==> src/rtl/freq_control_pkg.sv <==
// Shared types and defaults for the frequency-counter sequencing master.
package freq_control_pkg;

   typedef enum logic [2:0] {
      IDLE,
      POLL,
      WAIT_GAP,
      RD_CNT,
      WR_TX,
      CLR
   } state_t;

   localparam logic [31:0] STATUS_ADDR_DEF = 32'h0000_0000;
   localparam logic [31:0] COUNT_ADDR_DEF  = 32'h0000_0004;
   localparam logic [31:0] TX_ADDR_DEF     = 32'h0000_0010;
   localparam int          DONE_BIT_DEF    = 5;
   localparam int          POLL_GAP_DEF    = 4;
   localparam int          TIMEOUT_DEF     = 16;

   // Every access is a full 32-bit word; the upper four selects are unused.
   localparam logic [7:0]  SEL_WORD        = 8'h0F;

   // Write-1-to-clear pattern that acknowledges only the done flag.
   function automatic logic [31:0] done_mask(input int bit_idx);
      return 32'h1 << bit_idx;
   endfunction

endpackage

==> src/rtl/freq_control_unit_if.sv <==
// Wishbone B4 classic bus plus the tag hold/tag out pair seen by the sequencing master.
interface freq_control_unit_if;

   logic [31:0] addr_o;
   logic [31:0] dat_o;
   logic [31:0] dat_i;
   logic        we_o;
   logic [7:0]  sel_o;
   logic        cyc_o;
   logic        stb_o;
   logic        lock_o;
   logic        err_i;
   logic        rty_i;
   logic        ack_i;
   logic        tagn_i;
   logic        tagn_o;

   modport master (
      output addr_o, dat_o, we_o, sel_o, cyc_o, stb_o, lock_o, tagn_o,
      input  dat_i, err_i, rty_i, ack_i, tagn_i
   );

   modport slave (
      input  addr_o, dat_o, we_o, sel_o, cyc_o, stb_o, lock_o, tagn_o,
      output dat_i, err_i, rty_i, ack_i, tagn_i
   );

endinterface

==> src/rtl/freq_control_unit_wb_single_access.sv <==
// Drives one Wishbone classic access at a time: registered bus outputs, rty
// reissue (by dropping the cycle while the request stays up) and, when
// CU_WATCHDOG_EN is defined, a watchdog that aborts unterminated cycles.
module wb_single_access
   import freq_control_pkg::*;
#(
   parameter int TIMEOUT = TIMEOUT_DEF
) (
   input  logic        clk_i,
   input  logic        rst_i,
   input  logic        req,
   input  logic [31:0] req_addr,
   input  logic [31:0] req_dat,
   input  logic        req_we,
   input  logic        req_tx,
   input  logic [31:0] dat_i,
   input  logic        ack_i,
   input  logic        err_i,
   input  logic        rty_i,
   output logic [31:0] addr_o,
   output logic [31:0] dat_o,
   output logic        we_o,
   output logic [7:0]  sel_o,
   output logic        cyc_o,
   output logic        stb_o,
   output logic        tagn_o,
   output logic        done,
   output logic        fail,
   output logic [31:0] rd_data
);

`ifdef CU_WATCHDOG_EN
   localparam bit WD_EN = 1'b1;
`else
   localparam bit WD_EN = 1'b0;
`endif

   localparam int WDW = $clog2(TIMEOUT);

   logic [WDW-1:0] wd_cnt;
   logic           quiet;
   logic           err_hit;
   logic           rty_hit;
   logic           ack_hit;
   logic           wd_hit;

   // Termination decode with err > rty > ack priority.
   assign err_hit = cyc_o & err_i;
   assign rty_hit = cyc_o & ~err_i & rty_i;
   assign ack_hit = cyc_o & ~err_i & ~rty_i & ack_i;
   assign quiet   = cyc_o & ~err_i & ~rty_i & ~ack_i;
   assign wd_hit  = WD_EN & quiet & (wd_cnt == WDW'(TIMEOUT - 1));

   assign done    = ack_hit;
   assign fail    = err_hit | wd_hit;
   assign rd_data = dat_i;

   // Watchdog: counts unterminated cycles of the current strobe, cleared while idle.
   always_ff @(posedge clk_i) begin
      // NOTE: clocked state uses non-blocking assignments so every flop samples pre-edge values.
      if (rst_i || !cyc_o) begin
         wd_cnt <= '0;
      end else begin
         wd_cnt <= wd_cnt + 1'b1;
      end
   end

   // Bus register: launch on request when idle, clear on any termination.
   always_ff @(posedge clk_i) begin
      if (rst_i) begin
         addr_o <= '0;
         dat_o  <= '0;
         we_o   <= 1'b0;
         sel_o  <= '0;
         cyc_o  <= 1'b0;
         stb_o  <= 1'b0;
         tagn_o <= 1'b1;
      end else if (!cyc_o) begin
         if (req) begin
            addr_o <= req_addr;
            dat_o  <= req_we ? req_dat : '0;
            we_o   <= req_we;
            sel_o  <= SEL_WORD;
            cyc_o  <= 1'b1;
            stb_o  <= 1'b1;
            tagn_o <= ~req_tx;
         end
      end else if (err_hit || rty_hit || ack_hit || wd_hit) begin
         addr_o <= '0;
         dat_o  <= '0;
         we_o   <= 1'b0;
         sel_o  <= '0;
         cyc_o  <= 1'b0;
         stb_o  <= 1'b0;
         tagn_o <= 1'b1;
      end
   end

endmodule

==> src/rtl/freq_control_unit.sv <==
// Sequencing master of the frequency counter: polls the status register, and on
// a finished measurement reads the count, forwards it to the UART transmit
// register and clears the done flag, holding the bus lock across that sequence.
// The optional access watchdog is enabled by defining CU_WATCHDOG_EN.
module freq_control_unit
   import freq_control_pkg::*;
#(
   parameter logic [31:0] STATUS_ADDR = STATUS_ADDR_DEF,
   parameter logic [31:0] COUNT_ADDR  = COUNT_ADDR_DEF,
   parameter logic [31:0] TX_ADDR     = TX_ADDR_DEF,
   parameter int          DONE_BIT    = DONE_BIT_DEF,
   parameter int          POLL_GAP    = POLL_GAP_DEF,
   parameter int          TIMEOUT     = TIMEOUT_DEF
) (
   input logic                 clk_i,
   input logic                 rst_i,
   freq_control_unit_if.master bus
);

   localparam int GW = $clog2(POLL_GAP + 1);

   state_t        state;
   state_t        state_nxt;
   logic [GW-1:0] gap_cnt;
   logic [31:0]   result;
   logic          acc_req;
   logic          acc_we;
   logic          acc_tx;
   logic [31:0]   acc_addr;
   logic [31:0]   acc_wdat;
   logic          acc_done;
   logic          acc_fail;
   logic [31:0]   acc_rdat;
   logic          tag_ok;
   logic          status_done;

   // An undriven or unknown hold input counts as "allowed"; unknown status bits count as 0.
   assign tag_ok      = (bus.tagn_i !== 1'b0);
   assign status_done = (acc_rdat[DONE_BIT] === 1'b1);

   wb_single_access #(
      .TIMEOUT (TIMEOUT)
   ) u_access (
      .clk_i    (clk_i),
      .rst_i    (rst_i),
      .req      (acc_req),
      .req_addr (acc_addr),
      .req_dat  (acc_wdat),
      .req_we   (acc_we),
      .req_tx   (acc_tx),
      .dat_i    (bus.dat_i),
      .ack_i    (bus.ack_i),
      .err_i    (bus.err_i),
      .rty_i    (bus.rty_i),
      .addr_o   (bus.addr_o),
      .dat_o    (bus.dat_o),
      .we_o     (bus.we_o),
      .sel_o    (bus.sel_o),
      .cyc_o    (bus.cyc_o),
      .stb_o    (bus.stb_o),
      .tagn_o   (bus.tagn_o),
      .done     (acc_done),
      .fail     (acc_fail),
      .rd_data  (acc_rdat)
   );

   // State register.
   always_ff @(posedge clk_i) begin
      if (rst_i) state <= IDLE;
      else       state <= state_nxt;
   end

   // Next state and access request; the request stays up until the access ends.
   always_comb begin
      // NOTE: every combinational output gets a default first so no path infers a latch.
      state_nxt = state;
      acc_req   = 1'b0;
      acc_we    = 1'b0;
      acc_tx    = 1'b0;
      acc_addr  = '0;
      acc_wdat  = '0;
      case (state)
         IDLE: begin
            if (tag_ok) state_nxt = POLL;
         end
         POLL: begin
            acc_req  = 1'b1;
            acc_addr = STATUS_ADDR;
            if (acc_fail)      state_nxt = WAIT_GAP;
            else if (acc_done) state_nxt = status_done ? RD_CNT : WAIT_GAP;
         end
         WAIT_GAP: begin
            if (gap_cnt == GW'(POLL_GAP - 1)) state_nxt = IDLE;
         end
         RD_CNT: begin
            acc_req  = 1'b1;
            acc_addr = COUNT_ADDR;
            if (acc_fail)      state_nxt = WAIT_GAP;
            else if (acc_done) state_nxt = WR_TX;
         end
         WR_TX: begin
            acc_req  = 1'b1;
            acc_we   = 1'b1;
            acc_tx   = 1'b1;
            acc_addr = TX_ADDR;
            acc_wdat = result;
            if (acc_fail)      state_nxt = WAIT_GAP;
            else if (acc_done) state_nxt = CLR;
         end
         CLR: begin
            acc_req  = 1'b1;
            acc_we   = 1'b1;
            acc_addr = STATUS_ADDR;
            acc_wdat = done_mask(DONE_BIT);
            if (acc_fail || acc_done) state_nxt = WAIT_GAP;
         end
         default: state_nxt = IDLE;
      endcase
   end

   // Idle-gap counter between polls.
   always_ff @(posedge clk_i) begin
      if (rst_i || state != WAIT_GAP) gap_cnt <= '0;
      else                            gap_cnt <= gap_cnt + 1'b1;
   end

   // Result register: the count captured when the count read is acknowledged.
   always_ff @(posedge clk_i) begin
      if (rst_i)                         result <= '0;
      else if (state == RD_CNT && acc_done) result <= acc_rdat;
   end

   // Bus lock: rises with the count read, held through rty gaps, dropped on abort or clear.
   always_ff @(posedge clk_i) begin
      if (rst_i)                          bus.lock_o <= 1'b0;
      else if (acc_fail)                  bus.lock_o <= 1'b0;
      else if (state == CLR && acc_done)  bus.lock_o <= 1'b0;
      else if (state == RD_CNT)           bus.lock_o <= 1'b1;
   end

endmodule

==> src/flat_wrapper.sv <==
// flat-port wrapper written by rule: the top's interface ports become plain ports
module freq_control_unit_flat import freq_control_pkg::*;
#(
   parameter logic [31:0] STATUS_ADDR = STATUS_ADDR_DEF,
   parameter logic [31:0] COUNT_ADDR  = COUNT_ADDR_DEF,
   parameter logic [31:0] TX_ADDR     = TX_ADDR_DEF,
   parameter int          DONE_BIT    = DONE_BIT_DEF,
   parameter int          POLL_GAP    = POLL_GAP_DEF,
   parameter int          TIMEOUT     = TIMEOUT_DEF
)
  (clk_i, rst_i, bus_addr_o, bus_dat_o, bus_we_o, bus_sel_o, bus_cyc_o, bus_stb_o, bus_lock_o, bus_tagn_o, bus_dat_i, bus_err_i, bus_rty_i, bus_ack_i, bus_tagn_i);
  freq_control_unit_if bus_i ();
  input logic clk_i;
  input logic rst_i;
  output wire logic [$bits(bus_i.addr_o)-1:0] bus_addr_o;
  output wire logic [$bits(bus_i.dat_o)-1:0] bus_dat_o;
  output wire logic [$bits(bus_i.we_o)-1:0] bus_we_o;
  output wire logic [$bits(bus_i.sel_o)-1:0] bus_sel_o;
  output wire logic [$bits(bus_i.cyc_o)-1:0] bus_cyc_o;
  output wire logic [$bits(bus_i.stb_o)-1:0] bus_stb_o;
  output wire logic [$bits(bus_i.lock_o)-1:0] bus_lock_o;
  output wire logic [$bits(bus_i.tagn_o)-1:0] bus_tagn_o;
  input wire logic [$bits(bus_i.dat_i)-1:0] bus_dat_i;
  input wire logic [$bits(bus_i.err_i)-1:0] bus_err_i;
  input wire logic [$bits(bus_i.rty_i)-1:0] bus_rty_i;
  input wire logic [$bits(bus_i.ack_i)-1:0] bus_ack_i;
  input wire logic [$bits(bus_i.tagn_i)-1:0] bus_tagn_i;
  assign bus_addr_o = bus_i.addr_o;
  assign bus_dat_o = bus_i.dat_o;
  assign bus_we_o = bus_i.we_o;
  assign bus_sel_o = bus_i.sel_o;
  assign bus_cyc_o = bus_i.cyc_o;
  assign bus_stb_o = bus_i.stb_o;
  assign bus_lock_o = bus_i.lock_o;
  assign bus_tagn_o = bus_i.tagn_o;
  assign bus_i.dat_i = bus_dat_i;
  assign bus_i.err_i = bus_err_i;
  assign bus_i.rty_i = bus_rty_i;
  assign bus_i.ack_i = bus_ack_i;
  assign bus_i.tagn_i = bus_tagn_i;
  freq_control_unit #(.STATUS_ADDR(STATUS_ADDR), .COUNT_ADDR(COUNT_ADDR), .TX_ADDR(TX_ADDR), .DONE_BIT(DONE_BIT), .POLL_GAP(POLL_GAP), .TIMEOUT(TIMEOUT)) u_core (.clk_i(clk_i), .rst_i(rst_i), .bus(bus_i));
endmodule
==> config.mk <==
export PLATFORM = sky130hd
export DESIGN_NAME = freq_control_unit_flat
export DESIGN_NICKNAME = d
export VERILOG_FILES = /design/src/rtl/freq_control_pkg.sv /design/src/rtl/freq_control_unit_if.sv /design/src/rtl/freq_control_unit_wb_single_access.sv /design/src/rtl/freq_control_unit.sv /design/src/flat_wrapper.sv
export SDC_FILE = /design/constraint.sdc
export NUM_CORES = 1
export LEC_CHECK = 0
export ABC_AREA = 1
export BUFFER_PORTS_ARGS = -buffer_cell sky130_fd_sc_hd__buf_2
export CAP_MARGIN = 20
export CELL_PAD_IN_SITES_DETAIL_PLACEMENT = 1
export CELL_PAD_IN_SITES_GLOBAL_PLACEMENT = 2
export CORE_MARGIN = 8
export CORE_UTILIZATION = 28
export DETAILED_ROUTE_END_ITERATION = 12
export PLACE_DENSITY_LB_ADDON = 0.1
export SETUP_SLACK_MARGIN = 0.15
export SKIP_LAST_GASP = 1
export SYNTH_ARGS = -nofsm -noshare
export SYNTH_HDL_FRONTEND = slang
export SYNTH_SLANG_ARGS = --single-unit
==> constraint.sdc <==
create_clock -name clk_i -period 2.7 [get_ports clk_i]
set_clock_uncertainty 0.15 [all_clocks]
set_input_delay 0.54 -clock clk_i [delete_from_list [all_inputs] [get_ports clk_i]]
set_output_delay 0.54 -clock clk_i [all_outputs]
set_load 0.01 [all_outputs]
==> flow_summary.toml <==
[place]
dp_slack_ns = 0.509
routabilityCongestion = 0.697
dp.final_hpwl_um = 6240
portBuffers = 80

[route]
first_iter_violations = 86
antenna_left = 0
firstDrtPassIters = 4
routedWlPerCell_um = 14.5
wirelength_um = 9020
via_per_inst = 4.27
drc = 0
num_vias = 2666

[yosys]
synthCells = 410
ys_ff_latch = 77
synth_warnings = 0
syn_avg_cell_area_um2 = 7.61
synth_cell_types = 22
syn_area_um2 = 3120
seq_area_frac_synth = 0.494

[critical_path]
critPathRequiredTime_ns = 2.78
worstPathMaxFanout = 20
setup.worst_path.class = "reg2reg"
start_kind = "register"
startpoint = "u_core.state[0]"
worst_setup_path_end_kind = "register"
cp.arrival_ns = 2.03
timing.rr.start = "u_core.state[0]"

[pwr]
peakVddDrop_mv = 0.682
p_per_area_nw_per_um2 = 786
leakagePower_nw = 1.70

[clock_tree]
htreeDepth = 3
postCtsSetupRepairBufs = 0
clock_latency_ns = 0.34
clkTransAtPathRegs_ns = 0.08
cts_resized = 0
cts_buffer_depth = 2
cts_root_buf = "clkbuf_8"
numClockSinks = 77
cts_tree = "built"
cts_buffers = 9
holdBufCountCts = 0

[final_layout]
layout-drive-gt1-share = 0.219
nNetsFinal = 520
final_common_cell = "nand2_1"
area_delta_synth_final_pct = 18.2
n_antenna_cell = 0
most-common-layout-cells = "nand2_1, nor2_1, buf_2, dfxtp_1, a21oi_1"

[timing]
worst_hold_slack_ns = 0.279
setup_viol_count_final = 0
worst_slack_ns = 0.750
finalHoldViolations = 0
grt_setup_unrepaired = "false"
max_freq_ghz = 0.513
period_needed_ns = 1.95
fin_tns_setup_ns = 0
finalCritPeriodShare = 0.722
final_max_slew_viol_count = 0

[die]
num_rows = 38
die_area_um2 = 14800
die_h_um = 122
core_um2 = 10800
pin_count = 115
start_util = 0.288
die_w_um = 122

[global_route]
grt_max_degree = 39
overflow = 0
grt.total_usage = 0.126
grt_first_pass_wirelength_um = 14800
antenna_found_initial = 0
first_global_vias = 3006

[job]
maxCapViolations = 0

[status]
run_status = "finished clean"

[worst_hold_path]
hp-class = "reg2reg"
hold_start = "u_core.gap_cnt[0]"
==> logic make-up after synthesis <==
group                      after synthesis  synth area share
and+or+nand+nor                        178             0.224
AOI/OAI and AO/OA                       79             0.128
DFF                                     77             0.494
buffers and inverters                   73             0.145
adders and majority gates                2           0.00801
other                                    1           0.00120
==> Yosys cell counts <==
master | count | share of area
nand3_1 | 10 | 0.016
nand4_1 | 1 | 0.0020
conb_1 | 1 | 0.0012
nor2_4 | 1 | 0.0036
dfxtp_1 | 77 | 0.49
ha_1 | 2 | 0.0080
nand2_2 | 1 | 0.0020
buf_2 | 10 | 0.016
clkbuf_1 | 7 | 0.0084
o21ai_2 | 1 | 0.0028
clkbuf_2 | 1 | 0.0016
buf_4 | 40 | 0.096
nor2_1 | 80 | 0.096
inv_1 | 8 | 0.0096
inv_2 | 4 | 0.0048
o21ai_0 | 37 | 0.059
a21oi_1 | 39 | 0.063
o21ai_1 | 2 | 0.0032
clkinv_1 | 1 | 0.0012
buf_6 | 2 | 0.0072
nand2_1 | 84 | 0.10
nor3_2 | 1 | 0.0032
==> where the power goes <==
part | switching [mW] | internal, mW | total [mW]
clock | 0.399 | 0.475 | 0.875
combinational | 0.534 | 0.217 | 0.751
sequential | 0.0827 | 1.19 | 1.27
==> state kept, by name, summed over array words and instances, names as in the netlist <==
signal                  flops
u_core.bus.lock_o           1
u_core.gap_cnt              3
u_core.result              32
u_core.state                3
u_core.u_access.addr_o      2
u_core.u_access.cyc_o       1
u_core.u_access.dat_o      32
u_core.u_access.sel_o       1
u_core.u_access.tagn_o      1
u_core.u_access.we_o        1
==> critical path: stages, from the launching register on <==
cell	delay (ns)
dfxtp_1	0.56
inv_2	0.08
nor2_1	0.16
nand2_1	0.13
nor2_4	0.13
inv_1	0.22
buf_16	0.25
nor2_1	0.11
nor2_1	0.05
==> path summary, 6_finish.rpt <==
path                        to  cells after the start  slack, ns
max          u_core.result[12]                      8       0.75
min          u_core.gap_cnt[0]                      1       0.28
max reg2reg  u_core.result[12]                      8       0.75
min reg2reg  u_core.gap_cnt[0]                      1       0.28
==> metrics by stage <==
step                utilization  area (um2)  total power, mW  std cells
finish                    0.340        3690             2.90        624
global route              0.340        3690             3.10        624
CTS                       0.338        3660             2.98        623
detailed placement        0.320        3470             2.08        608
global placement          0.320        3470             2.07        608
floorplan                     -        3250             1.91        443
==> per-layer routing <==
| layer | track usage | share of wire |
|---|---|---|
| met1 | 0.148 | 0.46 |
| met3 | 0.0347 | 0.054 |
| met5 | 0 | 0 |
| met4 | 0.0439 | 0.0082 |
| met2 | 0.216 | 0.48 |
==> cell type report <==
type,count,area [um2]
clock inverter,1,30.0
fill,1395,7150
multi-input combinational,293,1260
clock buffer,14,163
tap,140,175
timing repair buffer,86,465
inverter,13,48.8
sequential,77,1540
Power figures use the tool's default switching activity.
